--- src/rtl/trap_sequencer_pkg.sv ---
// Shared trap definitions for the RV32I core: mcause codes, sequencer state
// encoding and the cause-selection helper used by the trap sequencer.
package trap_sequencer_pkg;

  localparam logic [31:0] CAUSE_INST_MISALIGNED = 32'd0;
  localparam logic [31:0] CAUSE_ILLEGAL_INST    = 32'd2;
  localparam logic [31:0] CAUSE_LOAD_MISALIGNED = 32'd4;

  typedef enum logic [2:0] {
    ST_IDLE     = 3'd0,
    ST_FLUSH    = 3'd1,
    ST_REDIRECT = 3'd2,
    ST_HANDLER  = 3'd3,
    ST_HALT     = 3'd4
  } trap_state_e;

  typedef enum logic {
    KIND_TRAP   = 1'b0,
    KIND_RETURN = 1'b1
  } redirect_kind_e;

  // Illegal-instruction outranks misaligned; a misaligned request without the
  // memory qualifier is an instruction-fetch misalignment.
  function automatic logic [31:0] trap_cause(input logic illinst,
                                             input logic mem_misaligned);
    if (illinst)
      return CAUSE_ILLEGAL_INST;
    else if (mem_misaligned)
      return CAUSE_LOAD_MISALIGNED;
    else
      return CAUSE_INST_MISALIGNED;
  endfunction

endpackage

--- src/rtl/trap_sequencer.sv ---
// Trap / MRET sequencer: drains the pipeline, writes mcause, hands one redirect
// PC to fetch over valid/ready, and halts the core on a trap inside a handler.
module trap_sequencer
  import trap_sequencer_pkg::*;
#(
  parameter logic [31:0] TRAP_VECTOR  = 32'h0000_0000,
  parameter int unsigned FLUSH_CYCLES = 2
) (
  input  logic        clk,
  input  logic        resetb,
  input  logic        initiate_illinst,
  input  logic        initiate_misaligned,
  input  logic        mem_misaligned,
  input  logic        mret,
  input  logic [31:0] csr_mepc,
  input  logic        fetch_ready,
  output logic        redirect_valid,
  output logic [31:0] redirect_pc,
  output logic        flush,
  output logic        mcause_we,
  output logic [31:0] mcause_wdata,
  output logic        in_handler,
  output logic        halted
);

  localparam logic [3:0] FLUSH_INIT = 4'(FLUSH_CYCLES - 1);

  trap_state_e    state_q, state_d;
  redirect_kind_e kind_q, kind_d;
  logic [3:0]     cnt_q, cnt_d;
  logic [31:0]    target_q, target_d;
  logic           redirect_valid_q, redirect_valid_d;
  logic [31:0]    redirect_pc_q, redirect_pc_d;
  logic           flush_q, flush_d;
  logic           mcause_we_q, mcause_we_d;
  logic [31:0]    mcause_wdata_q, mcause_wdata_d;
  logic           in_handler_q, in_handler_d;
  logic           halted_q, halted_d;

  logic           trap_req;
  logic [31:0]    mret_target;

  assign trap_req    = initiate_illinst | initiate_misaligned;
  assign mret_target = csr_mepc & 32'hFFFF_FFFC;

  always_comb begin
    state_d          = state_q;
    kind_d           = kind_q;
    cnt_d            = cnt_q;
    target_d         = target_q;
    redirect_valid_d = redirect_valid_q;
    redirect_pc_d    = redirect_pc_q;
    flush_d          = flush_q;
    mcause_we_d      = 1'b0;
    mcause_wdata_d   = mcause_wdata_q;
    in_handler_d     = in_handler_q;
    halted_d         = halted_q;

    case (state_q)
      ST_IDLE: begin
        if (trap_req) begin
          // Trap wins over a simultaneous MRET: the MRET itself faulted.
          target_d       = TRAP_VECTOR;
          kind_d         = KIND_TRAP;
          mcause_we_d    = 1'b1;
          mcause_wdata_d = trap_cause(initiate_illinst, mem_misaligned);
          flush_d        = 1'b1;
          cnt_d          = FLUSH_INIT;
          state_d        = ST_FLUSH;
        end else if (mret) begin
          target_d = mret_target;
          kind_d   = KIND_RETURN;
          flush_d  = 1'b1;
          cnt_d    = FLUSH_INIT;
          state_d  = ST_FLUSH;
        end
      end

      ST_FLUSH: begin
        flush_d = 1'b1;
        if (cnt_q == 4'd0) begin
          redirect_valid_d = 1'b1;
          redirect_pc_d    = target_q;
          state_d          = ST_REDIRECT;
        end else begin
          cnt_d = cnt_q - 4'd1;
        end
      end

      ST_REDIRECT: begin
        flush_d          = 1'b1;
        redirect_valid_d = 1'b1;
        if (fetch_ready) begin
          redirect_valid_d = 1'b0;
          flush_d          = 1'b0;
          if (kind_q == KIND_TRAP) begin
            in_handler_d = 1'b1;
            state_d      = ST_HANDLER;
          end else begin
            in_handler_d = 1'b0;
            state_d      = ST_IDLE;
          end
        end
      end

      ST_HANDLER: begin
        in_handler_d = 1'b1;
        if (trap_req) begin
          mcause_we_d    = 1'b1;
          mcause_wdata_d = trap_cause(initiate_illinst, mem_misaligned);
          halted_d       = 1'b1;
          flush_d        = 1'b1;
          state_d        = ST_HALT;
        end else if (mret) begin
          target_d = mret_target;
          kind_d   = KIND_RETURN;
          flush_d  = 1'b1;
          cnt_d    = FLUSH_INIT;
          state_d  = ST_FLUSH;
        end
      end

      ST_HALT: begin
        flush_d          = 1'b1;
        halted_d         = 1'b1;
        redirect_valid_d = 1'b0;
      end

      default: begin
        state_d = ST_IDLE;
      end
    endcase
  end

  always_ff @(posedge clk or negedge resetb) begin
    if (!resetb) begin
      state_q          <= ST_IDLE;
      kind_q           <= KIND_TRAP;
      cnt_q            <= 4'd0;
      target_q         <= 32'd0;
      redirect_valid_q <= 1'b0;
      redirect_pc_q    <= 32'd0;
      flush_q          <= 1'b0;
      mcause_we_q      <= 1'b0;
      mcause_wdata_q   <= 32'd0;
      in_handler_q     <= 1'b0;
      halted_q         <= 1'b0;
    end else begin
      state_q          <= state_d;
      kind_q           <= kind_d;
      cnt_q            <= cnt_d;
      target_q         <= target_d;
      redirect_valid_q <= redirect_valid_d;
      redirect_pc_q    <= redirect_pc_d;
      flush_q          <= flush_d;
      mcause_we_q      <= mcause_we_d;
      mcause_wdata_q   <= mcause_wdata_d;
      in_handler_q     <= in_handler_d;
      halted_q         <= halted_d;
    end
  end

  assign redirect_valid = redirect_valid_q;
  assign redirect_pc    = redirect_pc_q;
  assign flush          = flush_q;
  assign mcause_we      = mcause_we_q;
  assign mcause_wdata   = mcause_wdata_q;
  assign in_handler     = in_handler_q;
  assign halted         = halted_q;

endmodule

--- config.mk ---
export PLATFORM = sky130hd
export DESIGN_NAME = trap_sequencer
export DESIGN_NICKNAME = d
export VERILOG_FILES = /design/src/rtl/trap_sequencer_pkg.sv /design/src/rtl/trap_sequencer.sv
export SDC_FILE = /design/constraint.sdc
export NUM_CORES = 1
export LEC_CHECK = 0
export ABC_AREA = 0
export CAP_MARGIN = 20
export CELL_PAD_IN_SITES_DETAIL_PLACEMENT = 1
export CELL_PAD_IN_SITES_GLOBAL_PLACEMENT = 1
export CORE_MARGIN = 3
export CORE_UTILIZATION = 33
export CTS_BUF_LIST = sky130_fd_sc_hd__clkbuf_16
export DETAILED_ROUTE_END_ITERATION = 12
export GPL_ROUTABILITY_DRIVEN = 1
export PLACE_DENSITY_LB_ADDON = 0.3
export SLEW_MARGIN = 5
export SYNTH_ARGS = -nofsm -noshare
export SYNTH_HDL_FRONTEND = slang
export SYNTH_SLANG_ARGS = --single-unit
--- constraint.sdc ---
create_clock -name clk -period 1.65 [get_ports clk]
set_clock_uncertainty 0.2 [all_clocks]
set_input_delay 0.165 -clock clk [delete_from_list [all_inputs] [get_ports clk]]
set_output_delay 0.165 -clock clk [all_outputs]
set_load 0.01 [all_outputs]
# Word-level counts from Yosys, hierarchy flattened
# Index checks and enable logic that the tools add are counted.
# totals
romBits	0
reg_bits	109
memories	0
latchBits	0
ramBits	0
word_cells	78
# classes
addsub	1
n_reduce_logical	19
mux	35
magnitude_cmp	0
n_bitwise	2
eq_ne	10
mul	0
n_shift	0
n_div	0
# ops
operator	n
2-to-1 mux 32 bit	4
one-hot mux 32 bit (2 select lines)	1
2-to-1 mux 3 bit	6
2-to-1 mux 4 bit	4
one-hot mux 3 bit (5 select lines)	1
AND reduction 2 bit	7
2-to-1 mux 1 bit	12
one-hot mux 4 bit (3 select lines)	1
!= test 2 bit, second input constant	5
nonzero test 3 bit	3
== test 3 x 2 -> 1 bit, second input constant	2
one-hot mux 1 bit (2 select lines)	3
one-hot mux 1 bit (3 select lines)	2
AND reduction 3 bit	2
nonzero test 2 bit	3
logical NOT 4 bit	1
OR reduction 2 bit	2
subtractor 4 x 1 -> 4 bit, second input constant	1
== test 3 x 1 -> 1 bit, second input constant	1
== test 3 bit, second input constant	1
logical NOT 3 bit	1
!= test 3 x 1 -> 1 bit, second input constant	1
2-to-1 mux 2 bit	1
inverter 1 bit	1
OR 1 bit	1

# Depth between registers and ports, before layout
# logic_depth
ltp_word	4
depth_mapped	7

# Worst setup path before layout
# OpenSTA, ideal clock, no wires.
# synth_timing
kind	register to register
startpoint	reg cnt_q[0]
endpoint	reg redirect_pc_q[10], in the netlist redirect_pc[10]
required_time_ns	1.325
arrival_ns	1.429
path_stages_with_launch	7
path_slack_ns	-0.103
cell_sequence	dfrtp_1 > inv_1 > ha_1 > nor3b_2 > nand2_2 > buf_4 > mux2_2
# synth_via
elab_chain_cells	2
# synth_lines
element	line	text
start: declaration	trap_sequencer.sv:30	logic [3:0] cnt_q, cnt_d;
start signal: assignment	trap_sequencer.sv:151	cnt_q <= cnt_d;
logical NOT 4 bit	trap_sequencer.sv:81	if (cnt_q == 4'd0) begin
AND reduction 2 bit (no source line)	n/a	
end signal: assignment	trap_sequencer.sv:154	redirect_pc_q <= redirect_pc_d;
end: declaration	trap_sequencer.sv:33	logic [31:0] redirect_pc_q, redirect_pc_d;
# Every way passes these cells.
# A chain may end at the register's enable or synchronous reset.

# Worst setup path in the final report
# layout_timing
startpoint	reg cnt_q[1]
endpoint	reg redirect_valid_q, in the netlist redirect_valid
# layout_via
elab_chain_cells	3
# layout_lines
element	line	text
logical NOT 4 bit	trap_sequencer.sv:81	
!= test 2 bit (no source line)	n/a	
AND reduction 2 bit (no source line)	n/a	
end signal: assignment	trap_sequencer.sv:153	redirect_valid_q <= redirect_valid_d;
end: declaration	trap_sequencer.sv:32	logic redirect_valid_q, redirect_valid_d;
# Every way passes these cells.

==> flow_summary.ini <==
[sta]
fin_ws_ns = -0.0835
period_share = 1.05
fmax_mhz = 577
rsz0062_at_grt = true
finalSetupTns_ns = -3.63
finalSetupViolCount = 67
min_period_ns = 1.73
final-max-slew-violation-count = 0
hold_viol_final = 0

[critical_path]
crit_type = reg2reg
crit_path_end_kind = register
cp_max_fo = 3
critPathSlowestCell = dfrtp_1
cp-start-kind = register
path_cells = inv_2 -> ha_4 -> nor3b_4 -> buf_4 -> buf_4 -> a21oi_2 -> nor3_1 -> a221o_1
arrival_ns = 1.74
cp.required_ns = 1.66
slowest_delay_ns = 0.36
cpMostUsedCell = buf_4

[drt]
drtIter0Drc = 50
wl_met1_mm = 3.66
viasPerCell = 4.59
drc_errors = 0
vias = 2525
routed.top_layer = met4
ant_nets = 0
wire_per_inst_microns = 15.8
met3_length_microns = 411
wl_met2_mm = 4.62
wl_mm = 8.72
first_pass_iters = 5

[clocking]
cts_buffers = 9
clk_pin_slew_ns = 0.06
htree_levels = 3
cts_tree = built
cts_num_sinks = 79
cts_buffer_depth = 2
clock-root-buffer = clkbuf_16
clkLatencyLatePin_ns = 0.32

[global_routing]
grt_usage = 0.140
overflow = 0
grt_pass1_vias = 2675
grt_max_degree = 33
grt_pass1_wl_mm = 13.1
antenna_found_initial = 0

[floorplan]
die_area_sq_um = 12000
coreArea_sq_um = 10400
placementRows = 37
fp.dieW_microns = 110
floorplan.initialDensity = 0.341
io_pins = 108
dieHeight_microns = 110

[synth]
synth_edf_count = 0
ys_types = 43
yosysTopAreaCellShare = 0.559
synthFlopType = dfrtp_1
yosysMostFrequentCell = dfrtp_1
ys_ff_latch = 79
ys_async_sr_fraction = 1.00
synth_area_leaders = dfrtp_1, mux2_2, mux2i_1, buf_4, nor2_1
ys_seq_area_frac = 0.559
syn_area_sq_um = 3540
avgSynthCellArea_sq_um = 12.2
synth_warnings = 0
synth.largest_area_cell = dfrtp_1
syn_inst = 290
synthTopCellsByCount = dfrtp_1, nor2_1, buf_4

[power_and_ir_drop]
clock_power_share = 0.194
ir_worst_vdd_mv = 0.620
pwr-share-seq = 0.340
total_power_uw = 9250
power-per-cell-area_nw_per_um2 = 1780
switching_power_uw = 3110
p_leak_uw = 0.00257
p_int_uw = 6140
power_frac_comb = 0.466
switching_share = 0.337

[place]
dp_slack_ns = -0.251
io_buffer_count = 75
dp.final_hpwl_mm = 5.86
gp_congestion = 0.759

[layout]
area_delta_synth_final_pct = 46.8
fin_nets = 450
drive_gt1_frac = 0.300
antenna_cells = 0
fillers = 1116

[run_status]
status = finished with violations
violations = setup timing

[run]
drv_cap = 0

[min_path]
hold_class = in2async
## power groups by stage
stage                     Combinational, uW  Clock, uW  Sequential, uW
final                                  4310       1800            3150
after CTS                              3880       1850            3150
after floorplan                        2030          0            3180
after global routing                   4680       1940            3250
after detailed placement               3650          0            3180
after global placement                 3550          0            3130
## worst max-delay path: cells and delay by family (launching register included)
family | cells | cell delay [ns]
flip-flops | 1 | 0.36
buffers and inverters | 3 | 0.34
adder cells (fa/ha/maj) | 1 | 0.15
AND/OR/NAND/NOR | 2 | 0.21
AO/OA/AOI/OAI | 2 | 0.37
## worst paths after layout
check	start	to	slack (ns)	depth (start not counted)
max in group asynchronous	resetb	redirect_pc[12]$_DFFE_PN0P_	0.67	3
hold / removal	resetb	redirect_pc[27]$_DFFE_PN0P_	0.06	2
hold reg to reg	halted$_DFFE_PN0P_	halted$_DFFE_PN0P_	0.27	1
setup / recovery	cnt_q[1]$_DFFE_PN0P_	redirect_valid$_DFFE_PN0P_	-0.08	8
min in group clk	csr_mepc[17]	target_q[17]$_DFFE_PN0P_	0.24	3
setup reg to reg	cnt_q[1]$_DFFE_PN0P_	redirect_valid$_DFFE_PN0P_	-0.08	8
## area by class of cell
class | count | area [sq um] | area share
inverter | 9 | 33.8 | 0.00651
multi-input combinational | 187 | 1440 | 0.277
sequential | 79 | 1980 | 0.381
clock inverter | 7 | 48.8 | 0.00940
tap | 136 | 170 | 0.0328
timing repair buffer | 123 | 1300 | 0.250
clock buffer | 9 | 225 | 0.0434
## cell usage in the layout, fill, tap and decap left out, types with 2 or more instances in the layout
cell type / n
a21oi_1: 7
a31oi_1: 2
buf_12: 8
buf_4: 34
clkbuf_16: 12
clkdlybuf4s50_1: 71
clkinvlp_4: 3
conb_1: 30
dfrtp_1: 78
dlymetal6s2s_1: 2
inv_1: 7
inv_2: 3
mux2_2: 32
mux2i_1: 28
mux2i_2: 2
nand2_1: 2
nand2b_1: 2
nand3_1: 2
nor2_1: 35
nor2_2: 2
nor2b_1: 3
nor2b_2: 2
nor3_1: 4
nor3_2: 2
o22ai_1: 2
o31ai_1: 2
o32ai_2: 2
## through the flow
stage | cells | area, sq um | hold slack [ns] | utilization
final | 550 | 5190 | 0.0616 | 0.501
after global routing | 550 | 5190 | 0.0792 | 0.501
after CTS | 539 | 4970 | 0.0497 | 0.479
after detailed placement | 516 | 4600 | -0.149 | 0.443
after global placement | 516 | 4600 | -0.149 | 0.443
after floorplan | 319 | 3670 | -0.331 | -
## cell families after synthesis
kind of cell               Yosys count  synth area share
DFF                                 79             0.559
buffers and inverters               53            0.0987
AOI/OAI and AO/OA                   28            0.0552
and+or+nand+nor                     65            0.0920
muxes                               62             0.187
adders and majority gates            2           0.00708
other                                1           0.00106
## sequential cells by signal, summed over array words and instances (netlist names)
| signal | flops |
|---|---|
| cnt_q | 4 |
| flush | 1 |
| halted | 1 |
| in_handler | 1 |
| kind_q | 1 |
| mcause_wdata | 2 |
| mcause_we | 1 |
| redirect_pc | 32 |
| redirect_valid | 1 |
| state_q | 3 |
| target_q | 32 |
## layer usage
layer | vias up | track usage
li1 | 1174 | -
met1 | 1281 | 0.167
met2 | 65 | 0.253
met3 | 5 | 0.0341
met4 | 0 | 0.0321
met5 | - | 0
## what timing repair did
item,4_1_cts,5_1_grt
hold buffers,1,0
buffers inserted,5,8
resized for setup,7,20
hold endpoints to repair,79,0
endpoints found under the setup margin,65,74
pin swaps,4,10
cloned,1,3
No activity file was read; power rests on OpenSTA's default activity.
